**config.mk**
```make
export PLATFORM = sky130hd
export DESIGN_NAME = v_store_serializer
export DESIGN_NICKNAME = d
export VERILOG_FILES = /design/src/rtl/v_store_serializer.sv
export SDC_FILE = /design/constraint.sdc
export NUM_CORES = 1
export LEC_CHECK = 0
export ABC_AREA = 1
export BUFFER_PORTS_ARGS = -buffer_cell sky130_fd_sc_hd__buf_2
export CAP_MARGIN = 20
export CORE_ASPECT_RATIO = 1.5
export CORE_UTILIZATION = 40
export DETAILED_ROUTE_END_ITERATION = 8
export PLACE_DENSITY_LB_ADDON = 0.15
export SKIP_CTS_REPAIR_TIMING = 1
export SYNTH_ARGS = -nofsm -noshare
export SYNTH_HDL_FRONTEND = slang
export SYNTH_SLANG_ARGS = --single-unit
export TNS_END_PERCENT = 50
```
**constraint.sdc**
```tcl
create_clock -name clk -period 4.71 [get_ports clk]
set_input_delay 0.2355 -clock clk [delete_from_list [all_inputs] [get_ports clk]]
set_output_delay 0.2355 -clock clk [all_outputs]
set_load 0.005 [all_outputs]
```
**src/rtl/v_store_serializer.sv**
```systemverilog
// Serializes one captured vector register into BEAT_W-wide memory write beats with byte strobes.
// Latency: first beat valid the cycle after acceptance; one beat per cycle while mem_ready_i is high.
// Backpressure: beat outputs held stable while mem_ready_i is low; vs_ready_o only asserted when idle.
module v_store_serializer #(
    parameter int VLEN   = 512,
    parameter int BEAT_W = 64
) (
    input  logic                  clk,
    input  logic                  rst,
    input  logic                  vs_valid_i,
    output logic                  vs_ready_o,
    input  logic [VLEN-1:0]       vs_data_i,
    input  logic [31:0]           vs_addr_i,
    input  logic [6:0]            vs_nbytes_i,
    output logic                  mem_valid_o,
    input  logic                  mem_ready_i,
    output logic [31:0]           mem_addr_o,
    output logic [BEAT_W-1:0]     mem_wdata_o,
    output logic [BEAT_W/8-1:0]   mem_wstrb_o,
    output logic                  mem_last_o,
    output logic                  done_o,
    output logic                  err_o
);

    localparam int         BB        = BEAT_W / 8;
    localparam int         NBEATS    = VLEN / BEAT_W;
    localparam int         CW        = (NBEATS > 1) ? $clog2(NBEATS) : 1;
    localparam logic [6:0] MAX_BYTES = 7'(VLEN / 8);

    typedef enum logic [1:0] {
        IDLE = 2'd0,
        SEND = 2'd1,
        DONE = 2'd2
    } state_t;

    state_t          state_q;
    state_t          state_d;
    logic [VLEN-1:0] data_q;
    logic [31:0]     addr_q;
    logic [6:0]      nbytes_q;
    logic [CW-1:0]   beat_q;
    logic            err_q;

    logic            accept;
    logic            req_bad;
    logic            beat_hs;
    logic            beat_last;
    logic [7:0]      bytes_left;

    assign accept  = vs_valid_i && vs_ready_o;
    assign req_bad = ((vs_addr_i & 32'(BB - 1)) != 32'd0)
                     || (vs_nbytes_i == 7'd0)
                     || (vs_nbytes_i > MAX_BYTES);
    assign beat_hs = mem_valid_o && mem_ready_i;

    // Bytes still owed from the current beat onward; the last beat is the one that covers the remainder.
    assign bytes_left = {1'b0, nbytes_q} - 8'(32'(beat_q) * BB);
    assign beat_last  = (bytes_left <= 8'(BB));

    always_ff @(posedge clk or negedge rst) begin
        if (!rst) begin
            state_q <= IDLE;
        end else begin
            state_q <= state_d;
        end
    end

    always_comb begin
        state_d = state_q;
        case (state_q)
            IDLE:    if (accept && !req_bad) state_d = SEND;
            SEND:    if (beat_hs && beat_last) state_d = DONE;
            DONE:    state_d = IDLE;
            default: state_d = IDLE;
        endcase
    end

    always_comb begin
        vs_ready_o  = rst && (state_q == IDLE);
        mem_valid_o = (state_q == SEND);
        done_o      = (state_q == DONE);
        err_o       = err_q;
        mem_addr_o  = '0;
        mem_wdata_o = '0;
        mem_wstrb_o = '0;
        mem_last_o  = 1'b0;
        if (state_q == SEND) begin
            mem_addr_o  = addr_q + 32'(beat_q) * 32'(BB);
            mem_wdata_o = data_q[32'(beat_q) * BEAT_W +: BEAT_W];
            mem_last_o  = beat_last;
            for (int i = 0; i < BB; i++) begin
                mem_wstrb_o[i] = (8'(i) < bytes_left);
            end
        end
    end

    always_ff @(posedge clk or negedge rst) begin
        if (!rst) begin
            data_q   <= '0;
            addr_q   <= '0;
            nbytes_q <= '0;
            beat_q   <= '0;
            err_q    <= 1'b0;
        end else begin
            err_q <= accept && req_bad;
            if (accept && !req_bad) begin
                data_q   <= vs_data_i;
                addr_q   <= vs_addr_i;
                nbytes_q <= vs_nbytes_i;
                beat_q   <= '0;
            end else if (beat_hs && !beat_last) begin
                beat_q <= beat_q + CW'(1);
            end
        end
    end

endmodule
```
After elaboration in Yosys (flattened, before gate mapping):

Cells that the tools add are included.
W data, S select, Z words.

* flip-flop bits (word level): 557
* output and inout bits: 109

* add/subtract/negate cells: 3
* $lt $le $gt $ge: 10
* equality and inequality tests: 4
* shifts and indexed selects: 1
* muxes and demuxes: 9
* reduce and logical (&&, ||, !) cells: 16

Operators with widths (count)
* $shiftx A512 B10 Y64: 1
* $mux W64: 1
* $add A32 B6 Y32: 1
* $lt A3 B8 Y1 const A: 4
* $mux W32: 1
* $reduce_bool A32 Y1: 1
* $lt A1 B8 Y1 const A: 2
* $lt A2 B8 Y1 const A: 2
* $le A8 B4 Y1 const B: 1
* $mux W8: 1
* $sub A7 B6 Y8: 1
* $gt A7 B7 Y1 const B: 1
* $logic_and A1 B1 Y1: 7
* $logic_not A7 Y1: 1
* $mux W3: 2
* $mux W2: 2
* $pmux W2 S2: 1
* $add A3 B1 Y3 const B: 1
* $eq A2 B1 Y1 const B: 1
* $eq A2 B2 Y1 const B: 1
* $logic_not A1 Y1: 2
* $logic_not A2 Y1: 1
* $logic_or A1 B1 Y1: 2
* $ne A2 B1 Y1 const B: 1
* 4 further kinds: 4

Longest topological paths before layout:

* depth in word-level cells: 7
* gate-level depth with buffers: 14
* depth with buffers taken out: 14

Worst setup path before layout:

OpenSTA, ideal clock, no wires.

* kind: register -> output
* from: register beat_q[1]
* to: output port mem_last_o
* arrival: 2.271 ns
* data required time: 4.475 ns
* setup slack: 2.204 ns
* stages on the path, launching flop included: 10
* path buffers: 2
* path through: dfrtp_1 inv_2 clkbuf_1 clkbuf_1 fa_1 nor2_1 inv_1 nor2_1 o21ai_1 nor2_1

* longest elaborated chain between the ends: 3

Ends and longest elaborated chain
* start, declared: RTL line 41 `logic [CW-1:0] beat_q;`
* start signal, assigned: RTL line 112 `beat_q <= beat_q + CW'(1);`
* $sub A7 B6 Y8: RTL line 57 `assign bytes_left = {1'b0, nbytes_q} - 8'(32'(beat_q) * BB);`
* $le A8 B4 Y1: RTL line 58 `assign beat_last = (bytes_left <= 8'(BB));`
* $mux W1: RTL line 87 `if (state_q == SEND) begin`
* end, declared: RTL line 20 `output logic mem_last_o,`

Every way passes these cells.

Final worst setup path:

* from: register beat_q[0]
* to: output port mem_addr_o[17]

* longest elaborated chain between the ends: 2

Ends and longest elaborated chain
* $add A32 B6 Y32: RTL line 88 `mem_addr_o = addr_q + 32'(beat_q) * 32'(BB);`
* $mux W32: RTL line 87
* end, declared: RTL line 17 `output logic [31:0] mem_addr_o,`

Every way passes these cells.

==> impl_results.md <==
* Status: complete, no violations
* CP endpoint kind: primary output
* Fmax at 0.261 GHz
* Startpoint types: flip-flop
* First-pass GRT wire length at 152 mm
* Avg Cell Area, Syn at around 7.6 µm²
* Antenna violations before repair at 23
* Sequential Area at between 0.01 and 0.015 mm²
* Final net count at 5206
* Routability congestion estimate at ~0.95
* Arrival time at the worst endpoint at 3590 ps
* Setup TNS at 0 ps
* Initial core utilization at roughly two fifths
* Clk_skew at 18.1 ps
* Sw power at between 7 and 8 mW
* Core outline area at approximately 0.067 mm²
* Layout Area Growth over Synthesis at 41.7%
* PD cells at 484 mW/mm²
* Net Sw Frac at between 30% and 40%
* Initial drt markers at about 2300
* Die H at 321 µm
* Mapped Area at roughly 0.027 mm²
* Post-route DRC at 0
* Ratio of cells with drive above 1 in the final layout at between 15 and 20%
* Filler instances at between 6000 and 7000
* Dominant cells by area after synthesis: dfrtp_1 (51%), o21ai_1 (12%), nand2_1 (8.5%)
* Root Buffer: clkbuf_16
* Die ar. at about 0.069 mm²
* Multi-input logic area at slightly below 0.01 mm²
* Vias per inst at roughly 5.0
* Final core area utilization at approximately 57%
* FP Rows at 116
* WL/cell at ~20 µm
* Global-route usage over all layers at between 20 and 30%
* Bufs on Longest Clock Path at 3
* Critical path type: reg -> out
* Yosys cell types at 26
* Seq pwr share at between 30% and 40%
* Worst skew pair latency at 650 ps
* Total gr overflow at 0
* Worst Tran Pin Value at between 1000 and 1500 ps
* Fin crit share at between 80% and 90%
* Flops & latches, synth at 557
* Crit path time final at 3830 ps
* Routed vias at ~28000
* Final hold violations at 0
* Worst Slack Setup Final at 881 ps
* Total clock sinks at around 560
* Max Slew Vio Count at 0
* Post-DP HPWL at approximately 75 mm
* P_int at between 10 and 15 mW
* Slew headroom at between 30% and 40%
* CTS clk-pin slew, worst paths at about 60 ps
* Vias in the first global route at 24856
* Reg-to-reg slack, setup at ~2000 ps
* Largest net degree at the start of global routing at ~210
* Static Leak at a little over 20 nW
* CTS tree: built
* Hold Crit Class: in -> reg
* Final setup violation count at 0
* Gate power share at between 30% and 40%
* Clock network fraction of total power at approximately 25%
* Setup WS pre-CTS at roughly 1600 ps
* I/O Pins at between 600 and 700
* Syn_nets at around 4100
* Yosys top cell by area: dfrtp_1
* Port Buffers at between 600 and 700
* Final ANT Viol Nets at 0
* CP max FO at 46
* Die X-Extent at 215 µm
* Synth warn at 0
* TritonRoute pass-1 iters at 5
* H-tree depth at 2
* VDD IR max at roughly 0.35 mV
* Register area share after synthesis at 51.4%
* Post-Route WL at between 100 and 150 mm
* Total CTS buffers at between 50 and 60
* Share of the synthesized area in the top cell type at around 50%
* RSZ-0062 raised after global routing: false
* MaxCap Viol Count at 0
* Syn Inst Count at 3565
* Critical path data required time at between 4000 and 5000 ps
[layer usage]
layer	up-vias	wire, µm	track usage (%)	share of wire, %
li1	13477	-	-	-
met1	13133	41400	33.5	37
met2	1092	58100	53.4	52
met3	309	5990	5.41	5.4
met5	-	18	0	0.016
met4	4	5940	13.7	5.3
[cell usage in the layout (no fill, tap or decap), types with 34 or more instances in the layout]
| cell | netlist | final |
|---|---|---|
| buf_2 | 85 | 662 |
| o21ai_1 | 658 | 658 |
| nand2_1 | 617 | 617 |
| inv_1 | 587 | 587 |
| dfrtp_1 | 557 | 555 |
| dlygate4sd3_1 | 0 | 550 |
| nor2_1 | 467 | 467 |
| o21ai_0 | 203 | 203 |
| o22ai_1 | 64 | 64 |
| a31oi_1 | 64 | 64 |
| clkbuf_16 | 0 | 58 |
| a21oi_1 | 34 | 34 |
[flip-flops by register name (all words and copies together) (netlist names)]
signal	cells
addr_q	32
data_q	512
nbytes_q	7
beat_q	3
err_o	1
state_q	2
[critical path: stages, from the launching register on]
cell and delay (ps):
dfrtp_4 820, ha_1 330, inv_1 70, fa_1 400, inv_1 90, nand2_1 50, a21oi_1 220, nand2_1 170
nor2_1 320, inv_1 130, nor3_1 150, nor3_1 70, buf_2 150
[area by class of cell]
| cell class | instances | area share, % |
|---|---|---|
| clock inverters | 16 | 0.534 |
| flip-flops and latches | 557 | 36.3 |
| clock buffers | 86 | 4.47 |
| well taps | 885 | 2.88 |
| inverters | 592 | 5.83 |
| multi-input cells | 2185 | 25.7 |
| diodes | 19 | 0.124 |
| repair buffers | 1249 | 24.1 |
[Yosys cell counts (all sizes together)]
library cell,n
a21boi,1
a21oi,34
a31oi,64
and2,3
buf,139
clkbuf,92
dfrtp,557
fa,2
ha,7
inv,592
nand2,617
nand3,27
nand4,7
nor2,467
nor3,21
nor3b,1
o21a,2
o21ai,861
o22ai,64
xor2,7
[stage by stage]
stage	total power, mW	instances	hold WS [ps]	cell area [µm²]
2_1_floorplan	10.8	3565	-60.1	27100
3_3_place_gp	13.5	4918	173	30900
3_5_place_dp	13.6	4918	173	30900
4_1_cts	18.3	5020	-526	32900
5_1_grt	19.7	5583	40.7	38400
6_report	18.6	5589	50.0	38400
[final timing paths]
path                             from  depth (start not counted)             end
max                         beat_q[0]                         12  mem_addr_o[17]
min                        vs_valid_i                          3           err_o
max reg2reg                 beat_q[0]                         11      state_q[0]
min reg2reg                 addr_q[2]                          2       addr_q[2]
max in group asynchronous         rst                          4     data_q[230]
min in group asynchronous         rst                          2      addr_q[29]
[cells by family after synthesis]
family	count (synthesis)	synth area share (%)
simple gates	1143	16.2
fa+ha+maj	9	0.471
xor+xnor	7	0.226
flops	557	51.4
buf+inv	823	12.2
compound gates	1026	19.6
[power by group through the flow]
stage          clock network (mW)  logic (mW)  registers (mW)
2_1_floorplan                   0        4.15            6.64
3_3_place_gp                    0        6.50            7.00
3_5_place_dp                    0        6.57            7.01
4_1_cts                      4.80        6.59            6.94
5_1_grt                      4.96        7.69            7.09
6_report                     4.72        6.91            6.95
(Power assumes the default switching activity.)
